<file path="src/rtl/uart_pkg.sv">
// Shared UART definitions: baud-select encodings, divider helper, receiver FSM states.
package uart_pkg;

  localparam logic [2:0] BAUD_9600   = 3'd0;
  localparam logic [2:0] BAUD_19200  = 3'd1;
  localparam logic [2:0] BAUD_38400  = 3'd2;
  localparam logic [2:0] BAUD_57600  = 3'd3;
  localparam logic [2:0] BAUD_115200 = 3'd4;

  typedef enum logic [2:0] {
    ST_IDLE,
    ST_START,
    ST_DATA,
    ST_STOP,
    ST_BREAK
  } rx_state_e;

  // Oversample divider: round(clk_freq / (16 * baud)) - 1; unknown selects fall back to 9600.
  function automatic logic [8:0] baud_div(input int unsigned clk_freq, input logic [2:0] sel);
    int unsigned baud;
    case (sel)
      BAUD_19200:  baud = 19200;
      BAUD_38400:  baud = 38400;
      BAUD_57600:  baud = 57600;
      BAUD_115200: baud = 115200;
      default:     baud = 9600;
    endcase
    return 9'((clk_freq + 8 * baud) / (16 * baud) - 1);
  endfunction

endpackage

</file>
<file path="src/rtl/uart_baud_tick.sv">
// 16x oversample tick generator: 9-bit clock divider feeding a 4-bit tick counter.
module uart_baud_tick (
  input  logic       clk,
  input  logic       rst_n,
  input  logic       en,
  input  logic       clr,
  input  logic [8:0] div,
  output logic       os_tick,
  output logic [3:0] tick
);

  logic [8:0] div_cnt;

  assign os_tick = en && (div_cnt == div);

  always_ff @(posedge clk or negedge rst_n) begin
    if (!rst_n) begin
      div_cnt <= '0;
      tick    <= '0;
    end else if (clr) begin
      div_cnt <= '0;
      tick    <= '0;
    end else if (en) begin
      if (os_tick) begin
        div_cnt <= '0;
        tick    <= tick + 4'd1;
      end else begin
        div_cnt <= div_cnt + 9'd1;
      end
    end
  end

endmodule

</file>
<file path="src/rtl/uart_byte_rx.sv">
// 8N1 UART byte receiver with 16x oversampling and start/stop validation.
// Define UART_RX_MAJORITY_EN to decide each bit by 2-of-3 vote over ticks 7, 8, 9.
module uart_byte_rx
  import uart_pkg::*;
#(
  parameter int unsigned CLK_FREQ = 50_000_000
) (
  input  logic       clk,
  input  logic       rst_n,
  input  logic [2:0] baud_set,
  input  logic       rs232_rx,
  output logic [7:0] data,
  output logic       rx_done,
  output logic       frame_err,
  output logic       uart_state
);

  logic       sync1, sync2, sync3;
  logic       fall;
  rx_state_e  state;
  logic [2:0] baud_q;
  logic [2:0] bit_idx;
  logic [7:0] shreg;
  logic [8:0] div_sel;
  logic       os_tick;
  logic [3:0] tick;
  logic       cnt_clr;
  logic       bnd;
  logic       smp_evt;
  logic       smp_bit;

  always_ff @(posedge clk or negedge rst_n) begin
    if (!rst_n) {sync1, sync2, sync3} <= 3'b111;
    else        {sync1, sync2, sync3} <= {rs232_rx, sync1, sync2};
  end

  assign fall = !sync2 && sync3;

  // Constant arguments per arm so each divider value folds to a literal.
  always_comb begin
    div_sel = baud_div(CLK_FREQ, BAUD_9600);
    case (baud_q)
      BAUD_19200:  div_sel = baud_div(CLK_FREQ, BAUD_19200);
      BAUD_38400:  div_sel = baud_div(CLK_FREQ, BAUD_38400);
      BAUD_57600:  div_sel = baud_div(CLK_FREQ, BAUD_57600);
      BAUD_115200: div_sel = baud_div(CLK_FREQ, BAUD_115200);
      default:     div_sel = baud_div(CLK_FREQ, BAUD_9600);
    endcase
  end

  assign cnt_clr = (state == ST_IDLE) || (state == ST_BREAK);

  uart_baud_tick u_tick (
    .clk     (clk),
    .rst_n   (rst_n),
    .en      (!cnt_clr),
    .clr     (cnt_clr),
    .div     (div_sel),
    .os_tick (os_tick),
    .tick    (tick)
  );

  // "Tick N" is the os_tick that advances the count to N; 15->0 is the bit boundary.
  assign bnd = os_tick && (tick == 4'd15);

`ifdef UART_RX_MAJORITY_EN
  logic [1:0] smp;

  always_ff @(posedge clk or negedge rst_n) begin
    if (!rst_n)                                        smp <= 2'b11;
    else if (os_tick && (tick == 4'd6 || tick == 4'd7)) smp <= {smp[0], sync2};
  end

  assign smp_evt = os_tick && (tick == 4'd8);
  assign smp_bit = (smp[1] & smp[0]) | (smp[1] & sync2) | (smp[0] & sync2);
`else
  assign smp_evt = os_tick && (tick == 4'd7);
  assign smp_bit = sync2;
`endif

  always_ff @(posedge clk or negedge rst_n) begin
    if (!rst_n) begin
      state     <= ST_IDLE;
      baud_q    <= BAUD_9600;
      bit_idx   <= '0;
      shreg     <= '0;
      data      <= '0;
      rx_done   <= 1'b0;
      frame_err <= 1'b0;
    end else begin
      rx_done   <= 1'b0;
      frame_err <= 1'b0;
      case (state)
        ST_IDLE: if (fall) begin
          state  <= ST_START;
          baud_q <= baud_set;
        end
        ST_START: begin
          if (smp_evt && smp_bit) state <= ST_IDLE;
          else if (bnd) begin
            state   <= ST_DATA;
            bit_idx <= '0;
          end
        end
        ST_DATA: begin
          if (smp_evt) shreg <= {smp_bit, shreg[7:1]};
          if (bnd) begin
            bit_idx <= bit_idx + 3'd1;
            if (bit_idx == 3'd7) state <= ST_STOP;
          end
        end
        // Leaving at mid-stop lets a start edge half a bit later be caught.
        ST_STOP: if (smp_evt) begin
          if (smp_bit) begin
            data    <= shreg;
            rx_done <= 1'b1;
            state   <= ST_IDLE;
          end else begin
            frame_err <= 1'b1;
            state     <= ST_BREAK;
          end
        end
        ST_BREAK: if (sync2) state <= ST_IDLE;
        default:  state <= ST_IDLE;
      endcase
    end
  end

  assign uart_state = (state != ST_IDLE);

endmodule

</file>
<file path="config.mk">
export PLATFORM = sky130hd
export DESIGN_NAME = uart_byte_rx
export DESIGN_NICKNAME = d
export VERILOG_FILES = /design/src/rtl/uart_pkg.sv /design/src/rtl/uart_baud_tick.sv /design/src/rtl/uart_byte_rx.sv
export SDC_FILE = /design/constraint.sdc
export NUM_CORES = 1
export LEC_CHECK = 0
export ABC_AREA = 0
export CELL_PAD_IN_SITES_DETAIL_PLACEMENT = 1
export CELL_PAD_IN_SITES_GLOBAL_PLACEMENT = 2
export CORE_MARGIN = 2
export CORE_UTILIZATION = 30
export CTS_BUF_LIST = sky130_fd_sc_hd__clkbuf_2 sky130_fd_sc_hd__clkbuf_4 sky130_fd_sc_hd__clkbuf_8
export DETAILED_ROUTE_END_ITERATION = 16
export PLACE_DENSITY = 0.71
export SLEW_MARGIN = 10
export SYNTH_ARGS = -nofsm -noshare
export SYNTH_HDL_FRONTEND = slang
export SYNTH_SLANG_ARGS = --single-unit
export TNS_END_PERCENT = 100
</file>
<file path="constraint.sdc">
create_clock -name clk -period 5.8 [get_ports clk]
set_input_delay 0.87 -clock clk [delete_from_list [all_inputs] [get_ports clk]]
set_output_delay 0.87 -clock clk [all_outputs]
set_load 0.005 [all_outputs]
</file>
==> results of run 1 <==
[final cells by class]
class,count,area share
clock buffer,5,0.02771
clock inverter,3,0.01864
inverter,4,0.006045
multi-input combinational,130,0.4020
sequential,43,0.4348
tap,96,0.04836
timing repair buffer,16,0.06247
[kinds of logic (layout without fill, tap and decap cells)]
kind of cell,after synthesis,after routing,share of synthesized area
and+or+nand+nor,67,67,0.1755
DFF,43,43,0.5015
AOI/OAI and AO/OA,26,26,0.09935
muxes,21,21,0.1133
buffers and inverters,14,28,0.03486
xor gates and xnor gates,12,12,0.05230
adders and majority gates,4,4,0.02324
[metrics by stage]
stage                     utilization  hold WS [ns]  worst slack (ns)
after floorplan                     -        0.3452             3.586
after global placement         0.3448        0.3468             3.195
after detailed placement       0.3448        0.3517             3.112
after CTS                      0.3616        0.3645             3.087
after global routing           0.3616        0.3716             2.919
final                          0.3616        0.3608             3.126
[state kept, by name, indices dropped and copies added, names as in the netlist]
name and cells:
baud_q 3, u_tick.tick 4, u_tick.div_cnt 9, sync1 1, shreg 8, frame_err 1
data 8, state 3, rx_done 1, smp_bit 1, bit_idx 3, sync3 1
[worst max-delay path: stages, from the launching register on]
cell	delay, ns
sky130_fd_sc_hd__dfrtp_1	0.62
sky130_fd_sc_hd__or2b_1	0.31
sky130_fd_sc_hd__nor4_1	0.18
sky130_fd_sc_hd__a221o_2	0.21
sky130_fd_sc_hd__o2111a_1	0.36
sky130_fd_sc_hd__and4_1	0.50
sky130_fd_sc_hd__mux2_1	0.37
[worst paths after layout]
| kind | startpoint | to | depth (start not counted) |
|---|---|---|---|
| setup / recovery | baud_q[2]$_DFFE_PN0P_ | data[0]$_DFFE_PN0P_ | 6 |
| setup reg to reg | baud_q[2]$_DFFE_PN0P_ | data[0]$_DFFE_PN0P_ | 6 |
| hold / removal | sync1$_DFF_PN1_ | smp_bit$_DFF_PN1_ | 0 |
| hold reg to reg | sync1$_DFF_PN1_ | smp_bit$_DFF_PN1_ | 0 |
| max in group asynchronous | rst_n | data[7]$_DFFE_PN0P_ | 1 |
| min in group asynchronous | rst_n | u_tick.div_cnt[2]$_DFF_PN0_ | 1 |
[routing by layer]
metal | part of all wire | up-vias
met4 | 0.015 | 0
met1 | 0.50 | 684
met2 | 0.47 | 13
met5 | 0 | -
li1 | - | 696
met3 | 0.021 | 5
[layout by cell type, fill, tap and decap left out, drive strengths merged, types with 2 or more instances in the layout]
cell / n
nand3: 8
a211oi: 2
nand4b: 2
mux2: 21
clkbuf: 5
or3: 4
and3: 4
o31ai: 2
nor4: 3
dfstp: 3
clkdlybuf4s50: 15
dfrtp: 40
xor2: 7
nand2b: 3
xnor2: 5
a21oi: 5
nand2: 10
a21o: 2
nor3: 2
nand4: 4
inv: 5
nor2: 18
ha: 4
o21ai: 5
and2: 2
[power by group through the flow]
stage / Clock, µW / Sequential [µW] / Combinational [µW]
final: 239 / 409 / 161
after global routing: 261 / 418 / 184
after CTS: 251 / 410 / 164
after detailed placement: 0 / 416 / 163
after global placement: 0 / 416 / 157
after floorplan: 0 / 379 / 161
==> impl_metrics.tcl, run 1 <==
set metrics [dict create \
    total_switching_power_uw 264.6 \
    cts_setup_buffers 0 \
    yosysMostFrequentCell "sky130_fd_sc_hd__dfrtp_1" \
    floorplan.initialDensity 0.3135 \
    detailedPlacementHpwl_um 2965 \
    setup.worst_path.class "flop to flop" \
    overall_global_routing_resource_usage 0.1237 \
    grt_setup_unrepaired "false" \
    clockRootBuffer "sky130_fd_sc_hd__clkbuf_8" \
    ir_worst_vdd_mv 0.1151 \
    post_cts_resize_count 0 \
    grt_start_max_net_pins 44 \
    final_cell_area_um2 2484 \
    synth.top_cells.by_count "sky130_fd_sc_hd__dfrtp_1 (40), sky130_fd_sc_hd__nor2_1 (18), sky130_fd_sc_hd__mux2_1 (14)" \
    regArea_um2 1080 \
    viasPerCell 4.707 \
    detail_route.iter0.violations 17 \
    skew_ns 0.004224 \
    finalMaxSlewViolations 0 \
    seqPwrFrac 0.505 \
    ys.flop_type "sky130_fd_sc_hd__dfrtp_1" \
    netlist_area_um2 2153 \
    design.die.area_um2 7871 \
    crit_path_start_kind "flop" \
    cts_inserted_buffers 5 \
    post_synth_main_area_contributors "sky130_fd_sc_hd__dfrtp_1 (46%), sky130_fd_sc_hd__mux2_1 (7.3%), sky130_fd_sc_hd__dfstp_2 (3.7%), sky130_fd_sc_hd__nor2_1 (3.1%), sky130_fd_sc_hd__mux2_2 (2.6%)" \
    finish.net_count 210 \
    report.final.hold_viol_count 0 \
    final_period_minus_worst_setup_slack_ns 2.674 \
    power.density_cell_area_nw_per_um2 325.7 \
    proportion_of_layout_cells_with_a_drive_suffix_above_1 0.1493 \
    max_cap_violations 0 \
    die_h_um 88.72 \
    initial_antenna_violation_count 0 \
    max_slew_margin 0.3652 \
    critPathRequiredTime_ns 5.98 \
    timing_worst_slew_pin_value_ns 0.9523 \
    power.leakage_uw 0.001124 \
    total_power_uw 809.0 \
    grt_first_pass_wirelength_um 7465 \
    netlist_instances 187 \
    synth_edf_count 0 \
    numClockSinks 43 \
    multi_input_comb_area_um2 998.5 \
    critical_path.endpoint_type "flop" \
    portBuffers 16 \
    antenna-diode-count 0 \
    area_share_of_the_largest_cell_type_after_synthesis 0.4648 \
    grt-busiest-layer "met2" \
    postSynthNetCount 197 \
    synth.yosys.seq_area_share 0.5015 \
    postSynthRegisterBits 43 \
    postCtsHoldBufs 0 \
    fmaxAchievable_mhz 373.9 \
    cp_max_fo 14 \
    grt.met1_usage 0.1599 \
    maximum_level_of_the_cts_h_tree 2 \
    place_area_um2 2369 \
    hold_path.class "flop to flop" \
    fillCellCount 769 \
    yosysWarnings 0 \
    met3_track_usage_gr 0.02985 \
    period_share 0.4611 \
    first_global_vias 1557 \
    r2r_slack_ns 3.13 \
    critPathArrivalTime_ns 2.86 \
    power.share.combinational 0.199 \
    internal-power_uw 544.4 \
    outcome "finished, final reports clean" \
    clock_power_share 0.296 \
    gp_congestion 0.7597 \
    syn_to_final_growth_pct 15.34 \
    clkTransAtPathRegs_ns 0.09 \
    fp-row-count 30 \
    drtPass1Iterations 5 \
    antenna_violating_nets_post_route 0 \
    die_width_um 88.72 \
    route.vias.total 1398 \
    routed_wire_length_per_instance_um 14.31 \
    placed_cells 289 \
    grt.overflow.total 0 \
    drc 0 \
    synth.avg_cell_area_um2 11.52 \
    tns_ns 0 \
    clock_tree_from_tritoncts "done" \
    floorplan.io_pins 17 \
    power_switching_share 0.3271 \
    yosysTopAreaCell "sky130_fd_sc_hd__dfrtp_1" \
    clkLatencyLatePin_ns 0.30 \
    global_route.usage.met2 0.1988 \
    yosysUniqueCellTypes 51 \
    finalSetupViolCount 0 \
    coreArea_um2 6869 \
    async_s_r_ff_share_synth 1.000 \
    cts.path.max_buffers 2 \
    routed_wl_um 4250 \
    final_cells 297 \
]
Power figures use the tool's default switching activity.
==> run 2, diff against run 1 <==
Clock period 5.8 ns to 2.5 ns, I/O delays scaled along.
==> run 2 against run 1 <==
  * Core utilization grew 1.4 points
  * Sequential share of layout area shrank 1.5 points
  * Flip-flop and latch count is the same
  * Clock power grew 140%
  * Sequential power grew 130%
  * Non-clock buffer count grew 12
  * Hold slack lost 0.0020 ns
  * Design area grew 3.8%
  * Total power grew 140%
  * Combinational power grew to 2.6 times the previous value
  * Clock-buffer cell count is the same
  * Register-to-register slack lost 3.0 ns
  * Largest power group unchanged
==> impl_metrics.tcl, run 2 (synthesis results as in run 1) <==
set metrics [dict create \
    outcome "finished, final reports clean" \
    first_global_vias 1615 \
    most-common-layout-cells "sky130_fd_sc_hd__dfrtp_1 (38), sky130_fd_sc_hd__nor2_1 (18), sky130_fd_sc_hd__clkdlybuf4s50_1 (15)" \
    worst_r2r_endpoint "bit_idx[1]$_DFFE_PN0P_" \
    grt_setup_unrepaired "false" \
    biggest_register "u_tick.div_cnt" \
    worstSetupStartpoint "baud_q[2]$_DFFE_PN0P_" \
    proportion_of_layout_cells_with_a_drive_suffix_above_1 0.2066 \
    placed_cells 299 \
    final.setup.worst_slack_ns 0.1100 \
    finish.net_count 222 \
    final_period_minus_worst_setup_slack_ns 2.390 \
    initial_antenna_violation_count 0 \
    largest_register_ffs 9 \
    cp_max_fo 8 \
    cts.path.max_buffers 2 \
    hold_start "sync1$_DFF_PN1_" \
    floorplan.io_pins 17 \
    whs_path_depth 0 \
    power.density_cell_area_nw_per_um2 745.7 \
    finalSetupViolCount 0 \
    crit_family "simple AND/OR/NAND/NOR gates" \
    reg_top3 "u_tick.div_cnt x9, data x8, shreg x8" \
    final_cell_area_um2 2579 \
    crit_path_start_kind "flop" \
    hold_path.class "flop to flop" \
    max_cap_violations 0 \
    period_share 0.9560 \
    final_cells 309 \
    grt_first_pass_wirelength_um 7824 \
    portBuffers 16 \
    timing_worst_slew_pin_value_ns 0.4217 \
    timing.rr.start "baud_q[2]$_DFFE_PN0P_" \
    skew_ns 0.01366 \
    cp_cell_sequence "buf_2 > or3_1 > nand2_1 > a221o_2 > o2111ai_4 > or4_4 > mux2_4" \
    critPathRequiredTime_ns 2.69 \
    critical-path-slowest-cell "sky130_fd_sc_hd__or4_4" \
    critical_path.endpoint_type "flop" \
    syn_to_final_growth_pct 19.76 \
    report.final.hold_viol_count 0 \
    slowest_delay_ns 0.59 \
    setup.worst_path.class "flop to flop" \
    whs_endpoint "smp_bit$_DFF_PN1_" \
    route.vias.total 1492 \
    routed_wire_length_per_instance_um 14.17 \
    fin_hold_ws_ns 0.3588 \
    antenna_violating_nets_post_route 0 \
    die_width_um 88.72 \
    floorplan.initialDensity 0.3135 \
    drc 0 \
    clkLatencyLatePin_ns 0.30 \
    clock_tree_from_tritoncts "done" \
    drtPass1Iterations 4 \
    gp_congestion 0.8539 \
    pre_cts_ws_ns 0.06385 \
    final_common_cell "sky130_fd_sc_hd__dfrtp_1" \
    grt_start_max_net_pins 31 \
    power.leakage_uw 0.001180 \
    finalMaxSlewViolations 0 \
    clkTransAtPathRegs_ns 0.09 \
    tns_ns 0 \
    clockRootBuffer "sky130_fd_sc_hd__clkbuf_8" \
    detail_route.iter0.violations 48 \
    routed_wl_um 4380 \
    fmaxAchievable_mhz 418.4 \
    design.die.area_um2 7871 \
    die_h_um 88.72 \
    overall_global_routing_resource_usage 0.1279 \
    grt.overflow.total 0 \
    detailedPlacementHpwl_um 3128 \
    antenna-diode-count 0 \
    numClockSinks 43 \
    fp-row-count 30 \
    fillCellCount 760 \
    place_area_um2 2444 \
    worstRegToRegCells 7 \
    crit_buf_inv 1 \
    r2r_slack_ns 0.11 \
    viasPerCell 4.828 \
    ir_worst_vdd_mv 0.2497 \
    critPathArrivalTime_ns 2.58 \
    cts_inserted_buffers 5 \
    coreArea_um2 6869 \
    max_slew_margin 0.7178 \
    maximum_level_of_the_cts_h_tree 2 \
]
run 2: changes by cell type in the layout (fill, tap and decap cells not counted):
cell	delta
sky130_fd_sc_hd__dfrtp_1	-2
sky130_fd_sc_hd__o2111a_2	+1
sky130_fd_sc_hd__buf_4	+10
sky130_fd_sc_hd__o2111a_1	-1
sky130_fd_sc_hd__dfrtp_2	+2
sky130_fd_sc_hd__dlygate4sd3_1	+1
sky130_fd_sc_hd__clkinvlp_4	-1
sky130_fd_sc_hd__clkinv_4	+1
sky130_fd_sc_hd__buf_2	+1
run 2: power breakdown:
| group | total (µW) | switching (µW) | internal, µW |
|---|---|---|---|
| Clock | 566 | 263 | 303 |
| Sequential | 937 | 155 | 783 |
| Combinational | 420 | 217 | 203 |
run 2: worst max-delay path by stage:
stage / to / depth (start not counted) / slack (ns)
4_1_cts: data[4]$_DFFE_PN0P_ / 8 / 0.05
6_report: bit_idx[1]$_DFFE_PN0P_ / 7 / 0.11
2_1_floorplan: bit_idx[1]$_DFFE_PN0P_ / 7 / 0.29
3_5_place_dp: data[4]$_DFFE_PN0P_ / 8 / 0.06
3_3_place_gp: data[4]$_DFFE_PN0P_ / 8 / 0.13
5_1_grt: data[5]$_DFFE_PN0P_ / 8 / 0.01
run 2: final cells by class:
| cell class | instances | area (µm²) | share of cell area |
|---|---|---|---|
| multi-input cells | 130 | 999.7 | 0.3877 |
| inverters | 4 | 15.01 | 0.005822 |
| flip-flops and latches | 43 | 1082 | 0.4197 |
| clock inverters | 3 | 47.55 | 0.01844 |
| repair buffers | 28 | 245.2 | 0.09510 |
| clock buffers | 5 | 68.82 | 0.02669 |
| well taps | 96 | 120.1 | 0.04658 |
run 2: what timing repair did:
action / 4_1_cts / 5_1_grt
endpoints found under the setup margin: 0 / 18
hold endpoints to repair: 13 / 0
resized for setup: 0 / 3
hold buffers: 1 / 0
buffers inserted: 0 / 1
run 2: per-layer routing:
metal  routed length [µm]  part of all wire  track usage
met1                 2066              0.47       0.1721
met2                 2176              0.50       0.2028
met3                  107             0.024      0.03078
met4                   29            0.0066      0.04132
met5                    0                 0            0
run 2: metrics by stage:
step                total power, µW  utilization
finish                         1923       0.3754
global route                   2061       0.3754
CTS                            1956       0.3741
detailed placement             1368       0.3557
global placement               1355       0.3557
floorplan                      1253            -
